[src/rtl/mem_pkg.sv]
// mem_pkg: access size encodings, default RAM depth and FSM states shared by
// mem_access_unit and its byte aligner.
package mem_pkg;
    localparam int ADDR_DEPTH_DEF = 2048;
    typedef enum logic [1:0] {SZ_BYTE = 2'd0, SZ_WORD = 2'd1, SZ_DWORD = 2'd2, SZ_ILL = 2'd3} size_e;
    typedef enum logic [2:0] {IDLE, RD0, RD1, WR_ISSUE, WR_WAIT, RESP} state_e;
    function automatic logic [3:0] size_bytes(input logic [1:0] sz);
        return sz == SZ_DWORD ? 4'd8 : sz == SZ_WORD ? 4'd4 : 4'd1;
    endfunction
    function automatic logic [63:0] size_mask(input logic [1:0] sz);
        return sz == SZ_DWORD ? 64'hFFFF_FFFF_FFFF_FFFF : sz == SZ_WORD ? 64'h0000_0000_FFFF_FFFF : 64'h0000_0000_0000_00FF;
    endfunction
endpackage

[src/rtl/mem_byte_align.sv]
// mem_byte_align: pick the requested bytes out of a 16-byte read window,
// right-justified and zero-extended to 64 bits.
module mem_byte_align
    import mem_pkg::*;
(
    input  logic [63:0] lo,
    input  logic [63:0] hi,
    input  logic [1:0]  shift,
    input  logic [1:0]  size,
    output logic [63:0] data
);
    logic [127:0] win;
    assign win  = {hi, lo} >> {shift, 3'b000};
    assign data = win[63:0] & size_mask(size);
endmodule

[src/rtl/mem_access_unit.sv]
// mem_access_unit: serialises byte/word/dword loads and stores of any alignment
// onto a RAM with a word-aligned 8-byte read window and a single write port.
module mem_access_unit
    import mem_pkg::*;
#(
    parameter int ADDR_DEPTH = ADDR_DEPTH_DEF,
    parameter int ADDR_WIDTH = $clog2(ADDR_DEPTH)
) (
    input  logic                  clk,
    input  logic                  rst_n,
    input  logic                  req_valid,
    output logic                  req_ready,
    input  logic                  req_wr,
    input  logic [1:0]            req_type,
    input  logic [ADDR_WIDTH-1:0] req_addr,
    input  logic [63:0]           req_wdata,
    output logic                  rsp_valid,
    output logic [63:0]           rsp_rdata,
    output logic                  rsp_err,
    output logic [ADDR_WIDTH-1:0] ram_addr_wr,
    output logic [63:0]           ram_data_wr,
    output logic [1:0]            ram_type_wr,
    output logic                  ram_wr_ins,
    input  logic                  ram_wr_idle,
    output logic [ADDR_WIDTH-1:0] ram_addr_rd,
    input  logic [63:0]           ram_data_rd
);
    state_e                state, state_nx;
    logic                  wr_q, err_q;
    logic [1:0]            type_q;
    logic [ADDR_WIDTH-1:0] addr_q, base;
    logic [63:0]           wdata_q, lo_q, hi_q, load_data;
    logic [2:0]            idx_q;
    logic                  accept, req_err, split, last;

    assign accept  = req_valid && state == IDLE;
    assign req_err = req_type == SZ_ILL || int'(req_addr) + int'(size_bytes(req_type)) > ADDR_DEPTH;
    // Misaligned stores degrade to one byte write per cycle pair, idx_q walks the bytes
    assign split   = wr_q && ((type_q == SZ_WORD && addr_q[1:0] != 2'b00) || (type_q == SZ_DWORD && addr_q[2:0] != 3'b000));
    assign last    = !split || idx_q == (type_q == SZ_DWORD ? 3'd7 : 3'd3);
    assign base    = {addr_q[ADDR_WIDTH-1:2], 2'b00};

    always_comb begin
        state_nx = state;
        case (state)
            IDLE:     if (req_valid) state_nx = req_err ? RESP : req_wr ? WR_ISSUE : RD0;
            RD0:      state_nx = (type_q == SZ_DWORD && addr_q[1:0] != 2'b00) ? RD1 : RESP;
            RD1:      state_nx = RESP;
            WR_ISSUE: if (ram_wr_idle) state_nx = WR_WAIT;
            WR_WAIT:  state_nx = last ? RESP : WR_ISSUE;
            default:  state_nx = IDLE;
        endcase
    end

    always_ff @(posedge clk or negedge rst_n) begin
        if (!rst_n) begin
            state   <= IDLE;
            wr_q    <= 1'b0;
            err_q   <= 1'b0;
            type_q  <= 2'd0;
            addr_q  <= '0;
            wdata_q <= '0;
            lo_q    <= '0;
            hi_q    <= '0;
            idx_q   <= '0;
        end else begin
            state <= state_nx;
            if (accept) begin
                wr_q    <= req_wr;
                err_q   <= req_err;
                type_q  <= req_type;
                addr_q  <= req_addr;
                wdata_q <= req_wdata;
                idx_q   <= '0;
            end
            if (state == RD0) lo_q <= ram_data_rd;
            if (state == RD1) hi_q <= ram_data_rd;
            if (state == WR_WAIT && !last) idx_q <= idx_q + 3'd1;
        end
    end

    mem_byte_align u_align (
        .lo    (lo_q),
        .hi    (hi_q),
        .shift (addr_q[1:0]),
        .size  (type_q),
        .data  (load_data)
    );

    assign req_ready   = state == IDLE;
    assign rsp_valid   = state == RESP;
    assign rsp_err     = rsp_valid && err_q;
    assign rsp_rdata   = (rsp_valid && !wr_q && !err_q) ? load_data : '0;
    assign ram_wr_ins  = state == WR_ISSUE && ram_wr_idle;
    assign ram_addr_wr = state == WR_ISSUE ? addr_q + ADDR_WIDTH'(idx_q) : '0;
    assign ram_data_wr = state != WR_ISSUE ? '0 : split ? {56'd0, wdata_q[{idx_q, 3'b000} +: 8]} : wdata_q & size_mask(type_q);
    assign ram_type_wr = (state == WR_ISSUE && !split) ? type_q : SZ_BYTE;
    assign ram_addr_rd = state == RD0 ? base : state == RD1 ? base + ADDR_WIDTH'(8) : '0;
endmodule

[config.mk]
export PLATFORM = sky130hd
export DESIGN_NAME = mem_access_unit
export DESIGN_NICKNAME = d
export VERILOG_FILES = /design/src/rtl/mem_pkg.sv /design/src/rtl/mem_byte_align.sv /design/src/rtl/mem_access_unit.sv
export SDC_FILE = /design/constraint.sdc
export NUM_CORES = 1
export LEC_CHECK = 0
export BUFFER_PORTS_ARGS = -buffer_cell sky130_fd_sc_hd__buf_2
export CORE_AREA = 2 2 150 152
export DETAILED_ROUTE_END_ITERATION = 10
export DIE_AREA = 0 0 152 154
export GPL_TIMING_DRIVEN = 1
export HOLD_SLACK_MARGIN = 0.05
export PLACE_DENSITY = 0.81
export SLEW_MARGIN = 20
export SYNTH_ARGS = -nofsm -noshare
export SYNTH_HDL_FRONTEND = slang
export SYNTH_HIERARCHICAL = 1
export SYNTH_SLANG_ARGS = --single-unit
[constraint.sdc]
create_clock -name clk -period 2.77 [get_ports clk]
set_input_delay 0.277 -clock clk [delete_from_list [all_inputs] [get_ports clk]]
set_output_delay 0.277 -clock clk [all_outputs]
set_load 0.03 [all_outputs]
==> out/qor.yml, run 1 <==
grt_pass1_vias: 9575
ant_nets: 0
tightest_slew_ps: 577
synthCells: 1086
min_path_type: "in -> reg"
dp_hpwl_um: 23800
crit_required_ps: 2490
num_io_pins: 302
setup_viol: 0
report.final.slew_viol_count: 0
yosys_warnings: 6
powerDensity_nw_per_um2: 1080
syn_area_sq_um: 10300
slew_headroom_pct: 61.5
die_height_um: 154
antenna_found_initial: 2
avgSynthCellArea_sq_um: 9.46
fin_skew_ps: 7.89
gp_congestion: 0.902
end_kind: "primary output"
routedWlPerCell_um: 20.1
port_buffers: 299
gr-total-overflow: 0
worstSkewPairLatency_ps: 430
worstHoldEndpoint: "hi_q[0]"
start_util_pct: 47.4
area.growth.synth_to_final_pct: 30.0
wirelength_um: 34500
cts_tree: "yes"
hold_depth: 3
critPathArrivalTime_ps: 2420
max_freq_ghz: 0.370
fin_crit_sh_pct: 97.4
htreeDepth: 4
grt_max_degree: 82
worstSetupPathType: "reg -> out"
cts_sinks: 173
crit_fanout: 81
layout.cells.non_filler: 1713
reg2reg_to: "wdata_q[11]"
finalCriticalPeriod_ps: 2700
hold_viol: 0
layout_common_cells: "nand2_1, buf_2, dfrtp_1"
post-route-util_pct: 61.6
finalSetupTns_ps: 0
drt-initial-drc-count: 781
drive_gt1_share_pct: 32.5
nets: 1581
mostFrequentLayoutCell: "nand2_1"
vias_per_cell: 5.68
ir_drop_mv: 0.571
root_buffer: "clkbuf_16"
grt_pass1_wl_um: 52900
core_sq_um: 21700
timing.rr.start: "state[0]"
numCtsBuffers: 17
clkTransAtPathRegs_ps: 80
first_pass_iters: 5
rows: 54
grt_use_total_pct: 28.7
cts_max_path_buffers: 2
dieArea_sq_um: 23400
die-width_um: 152
r2r_slack_ps: 610
cap_violations: 0
holdCritStartpoint: "ram_data_rd[0]"
n_fill_cell: 1707
route.vias.total: 9736
dpl.cell_count: 1606
startpoint_type: "register"
worst-r2r-cell-count: 6
status: "complete, no violations"
finalPower_mw: 14.4
drc: 0
p_leak_nw: 6.73
-- per-layer routing --
layer | vias up | share of wire (%) | global-route usage [%]
met2 | 628 | 49 | 49.6
met4 | 2 | 4.7 | 13.5
li1 | 4373 | - | -
met5 | - | 0.032 | 0
met1 | 4621 | 37 | 34.5
met3 | 112 | 8.6 | 5.81
-- stage by stage --
step | instance area, sq um | setup slack, ps | hold WS (ps)
detailed placement | 12000 | 134 | 264
global route | 13400 | -26.4 | 51.0
finish | 13400 | 70.9 | 66.3
CTS | 13300 | 0.338 | 50.4
floorplan | 10300 | 368 | -18.6
global placement | 12000 | 260 | 266
-- state kept, by name, summed over array words and instances (netlist names) --
signal and flops:
addr_q 11, err_q 1, hi_q 24, idx_q 3, lo_q 64, state 3
type_q 2, wdata_q 64, wr_q 1
-- how the worst max path moves through the flow --
| stage | from | endpoint | slack (ps) | cells after the start |
|---|---|---|---|---|
| after floorplan | addr_q[1] | ram_data_wr[0] | 370 | 5 |
| after global placement | req_type[0] | state[2] | 260 | 10 |
| after detailed placement | req_type[0] | state[2] | 130 | 10 |
| after CTS | addr_q[0] | ram_addr_wr[10] | 0.3 | 7 |
| after global routing | type_q[1] | ram_data_wr[46] | -30 | 9 |
| final | addr_q[0] | rsp_rdata[1] | 70 | 4 |
-- what timing repair did --
item | CTS | global route
setup endpoints to repair | 11 | 74
pin swaps | 0 | 2
resized for setup | 3 | 18
setup buffers | 0 | 2
hold endpoints to repair | 116 | 1
gates cloned | 0 | 2
hold buffers | 69 | 1
-- cell type report --
type / count / area [sq um] / area share [%]
flip-flops and latches: 173 / 4340 / 32.5
well taps: 280 / 350 / 2.62
inverters: 11 / 41.3 / 0.309
clock inverters: 15 / 150 / 1.12
multi-input cells: 818 / 5520 / 41.3
clock buffers: 17 / 425 / 3.19
repair buffers: 398 / 2530 / 19.0
diodes: 1 / 2.50 / 0.0187
-- where the power goes --
group          total [mW]  switching (mW)  internal [mW]
logic                6.90            3.88           3.02
clock network        2.38            1.18           1.20
registers            5.11            1.34           3.77
-- worst max-delay path, cell delays in order, from the launching register on --
cell     delay [ps]
dfrtp_4         460
buf_12          440
mux4_2          620
and2_1          200
buf_2           190
(Power assumes the default switching activity.)
==> run 2: changes to the inputs <==
--- a/config.mk
+++ b/config.mk
@@ -5,10 +5,11 @@
 export SDC_FILE = /design/constraint.sdc
 export NUM_CORES = 1
 export LEC_CHECK = 0
+export ABC_AREA = 1
 export BUFFER_PORTS_ARGS = -buffer_cell sky130_fd_sc_hd__buf_2
-export CORE_AREA = 2 2 150 152
+export CORE_AREA = 2 2 155 157
 export DETAILED_ROUTE_END_ITERATION = 10
-export DIE_AREA = 0 0 152 154
+export DIE_AREA = 0 0 157 159
 export GPL_TIMING_DRIVEN = 1
 export HOLD_SLACK_MARGIN = 0.05
 export PLACE_DENSITY = 0.81
==> out/qor.yml, run 2 <==
wirelength_um: 38500
powerDensity_nw_per_um2: 1120
drt-initial-drc-count: 1405
htreeDepth: 4
dpl.cell_count: 2282
layout_common_cells: "nand2_1, buf_2, inv_1"
rsz0062_at_grt: "no"
dieArea_sq_um: 25000
setup_slack_ps: 111
report.final.slew_viol_count: 0
max_freq_ghz: 0.376
dp_hpwl_um: 27800
gp_congestion: 0.953
ir_drop_mv: 0.540
grt_pass1_wl_um: 60100
layout.cells.non_filler: 2369
n_fill_cell: 2147
drc: 0
antenna_found_initial: 6
grt_use_total_pct: 30.4
slew_headroom_pct: 47.3
crit_required_ps: 2490
gr-total-overflow: 0
port_buffers: 299
core_sq_um: 23200
startpoint_type: "register"
finalSetupTns_ps: 0
cts_tree: "yes"
worstSetupPathType: "reg -> out"
crit_fanout: 46
synthCells: 1741
fin_skew_ps: 6.70
avgSynthCellArea_sq_um: 6.48
yosys_warnings: 6
numCtsBuffers: 17
cts_sinks: 173
grt_pass1_vias: 11900
num_io_pins: 302
vias_per_cell: 5.27
end_kind: "primary output"
fin_hold_ws_ps: 45.1
routedWlPerCell_um: 16.2
root_buffer: "clkbuf_16"
drive_gt1_share_pct: 19.8
grt_max_degree: 129
p_leak_nw: 7.76
dpl_cell_area_sq_um: 12800
route.vias.total: 12500
area.growth.synth_to_final_pct: 24.4
die_height_um: 159
setup_viol: 0
mostFrequentLayoutCell: "nand2_1"
critPathArrivalTime_ps: 2380
pre_cts_ws_ps: 429
tightest_slew_ps: 790
rows: 56
status: "complete, no violations"
clkTransAtPathRegs_ps: 80
syn_area_sq_um: 11300
cap_violations: 0
min_path_type: "in -> reg"
ant_nets: 0
final_area_sq_um: 14000
start_util_pct: 48.6
cts_max_path_buffers: 2
hold_viol: 0
finalCriticalPeriod_ps: 2660
die-width_um: 157
largestRegisters: "lo_q (64), wdata_q (64), hi_q (24)"
fin_crit_sh_pct: 96.0
nets: 2194
first_pass_iters: 7
worstSkewPairLatency_ps: 450
==> run 2: power breakdown <==
part           internal, mW  switching (mW)  total, mW
Sequential             3.78            1.10       4.88
Combinational          2.58            5.77       8.35
Clock                  1.21            1.20       2.42
==> run 2: area by class of cell <==
class | instances | area [sq um] | share of cell area [%]
Clock buffer | 17 | 425 | 3.03
Multi-Input combinational cell | 1199 | 5360 | 38.2
Sequential cell | 173 | 4330 | 30.9
Timing Repair inverter | 1 | 7.51 | 0.0535
Antenna cell | 5 | 12.5 | 0.0892
Clock inverter | 15 | 168 | 1.19
Timing Repair Buffer | 376 | 2320 | 16.5
Inverter | 264 | 1010 | 7.20
Tap cell | 319 | 399 | 2.84
==> run 2: per-layer routing <==
| metal | up-vias | GRT usage [%] | part of all wire [%] |
|---|---|---|---|
| li1 | 5932 | - | - |
| met1 | 5713 | 38.8 | 40 |
| met2 | 711 | 50.5 | 48 |
| met3 | 125 | 5.31 | 8.2 |
| met4 | 2 | 13.4 | 3.9 |
| met5 | - | 0 | 0.047 |
==> run 2: repair_timing <==
| item | 4_1_cts | 5_1_grt |
|---|---|---|
| pin swaps | 0 | 1 |
| buffers inserted | 2 | 0 |
| hold buffers | 47 | 0 |
| resized for setup | 5 | 15 |
| endpoints found under the setup margin | 7 | 81 |
| endpoints found under the hold margin | 102 | 0 |
| cloned | 1 | 0 |
==> run 2: path summary, 6_finish.rpt <==
| check | start | end | slack (ps) | cells after the start |
|---|---|---|---|---|
| setup / recovery | addr_q[0] | rsp_rdata[53] | 110 | 9 |
| hold / removal | req_wdata[48] | wdata_q[48] | 50 | 3 |
| setup reg to reg | state[1] | wdata_q[1] | 730 | 8 |
| hold reg to reg | lo_q[3] | lo_q[3] | 490 | 2 |
| max in group asynchronous | rst_n | lo_q[23] | 1440 | 3 |
| min in group asynchronous | rst_n | lo_q[34] | 390 | 2 |
==> run 2: through the flow <==
| stage | power (mW) | utilization, % |
|---|---|---|
| after floorplan | 10.6 | - |
| after global placement | 12.6 | 55.4 |
| after detailed placement | 12.8 | 55.4 |
| after CTS | 15.4 | 60.2 |
| after global routing | 16.8 | 60.5 |
| final | 15.6 | 60.5 |
==> run 2: critical path, cell delays in order, from the launching register on <==
cell and delay, ps:
dfrtp_2 400, buf_12 220, buf_6 340, nand2_1 120
nand2_1 120, nand2_1 120, a21oi_1 160, inv_1 60
nor2_1 140, buf_2 220
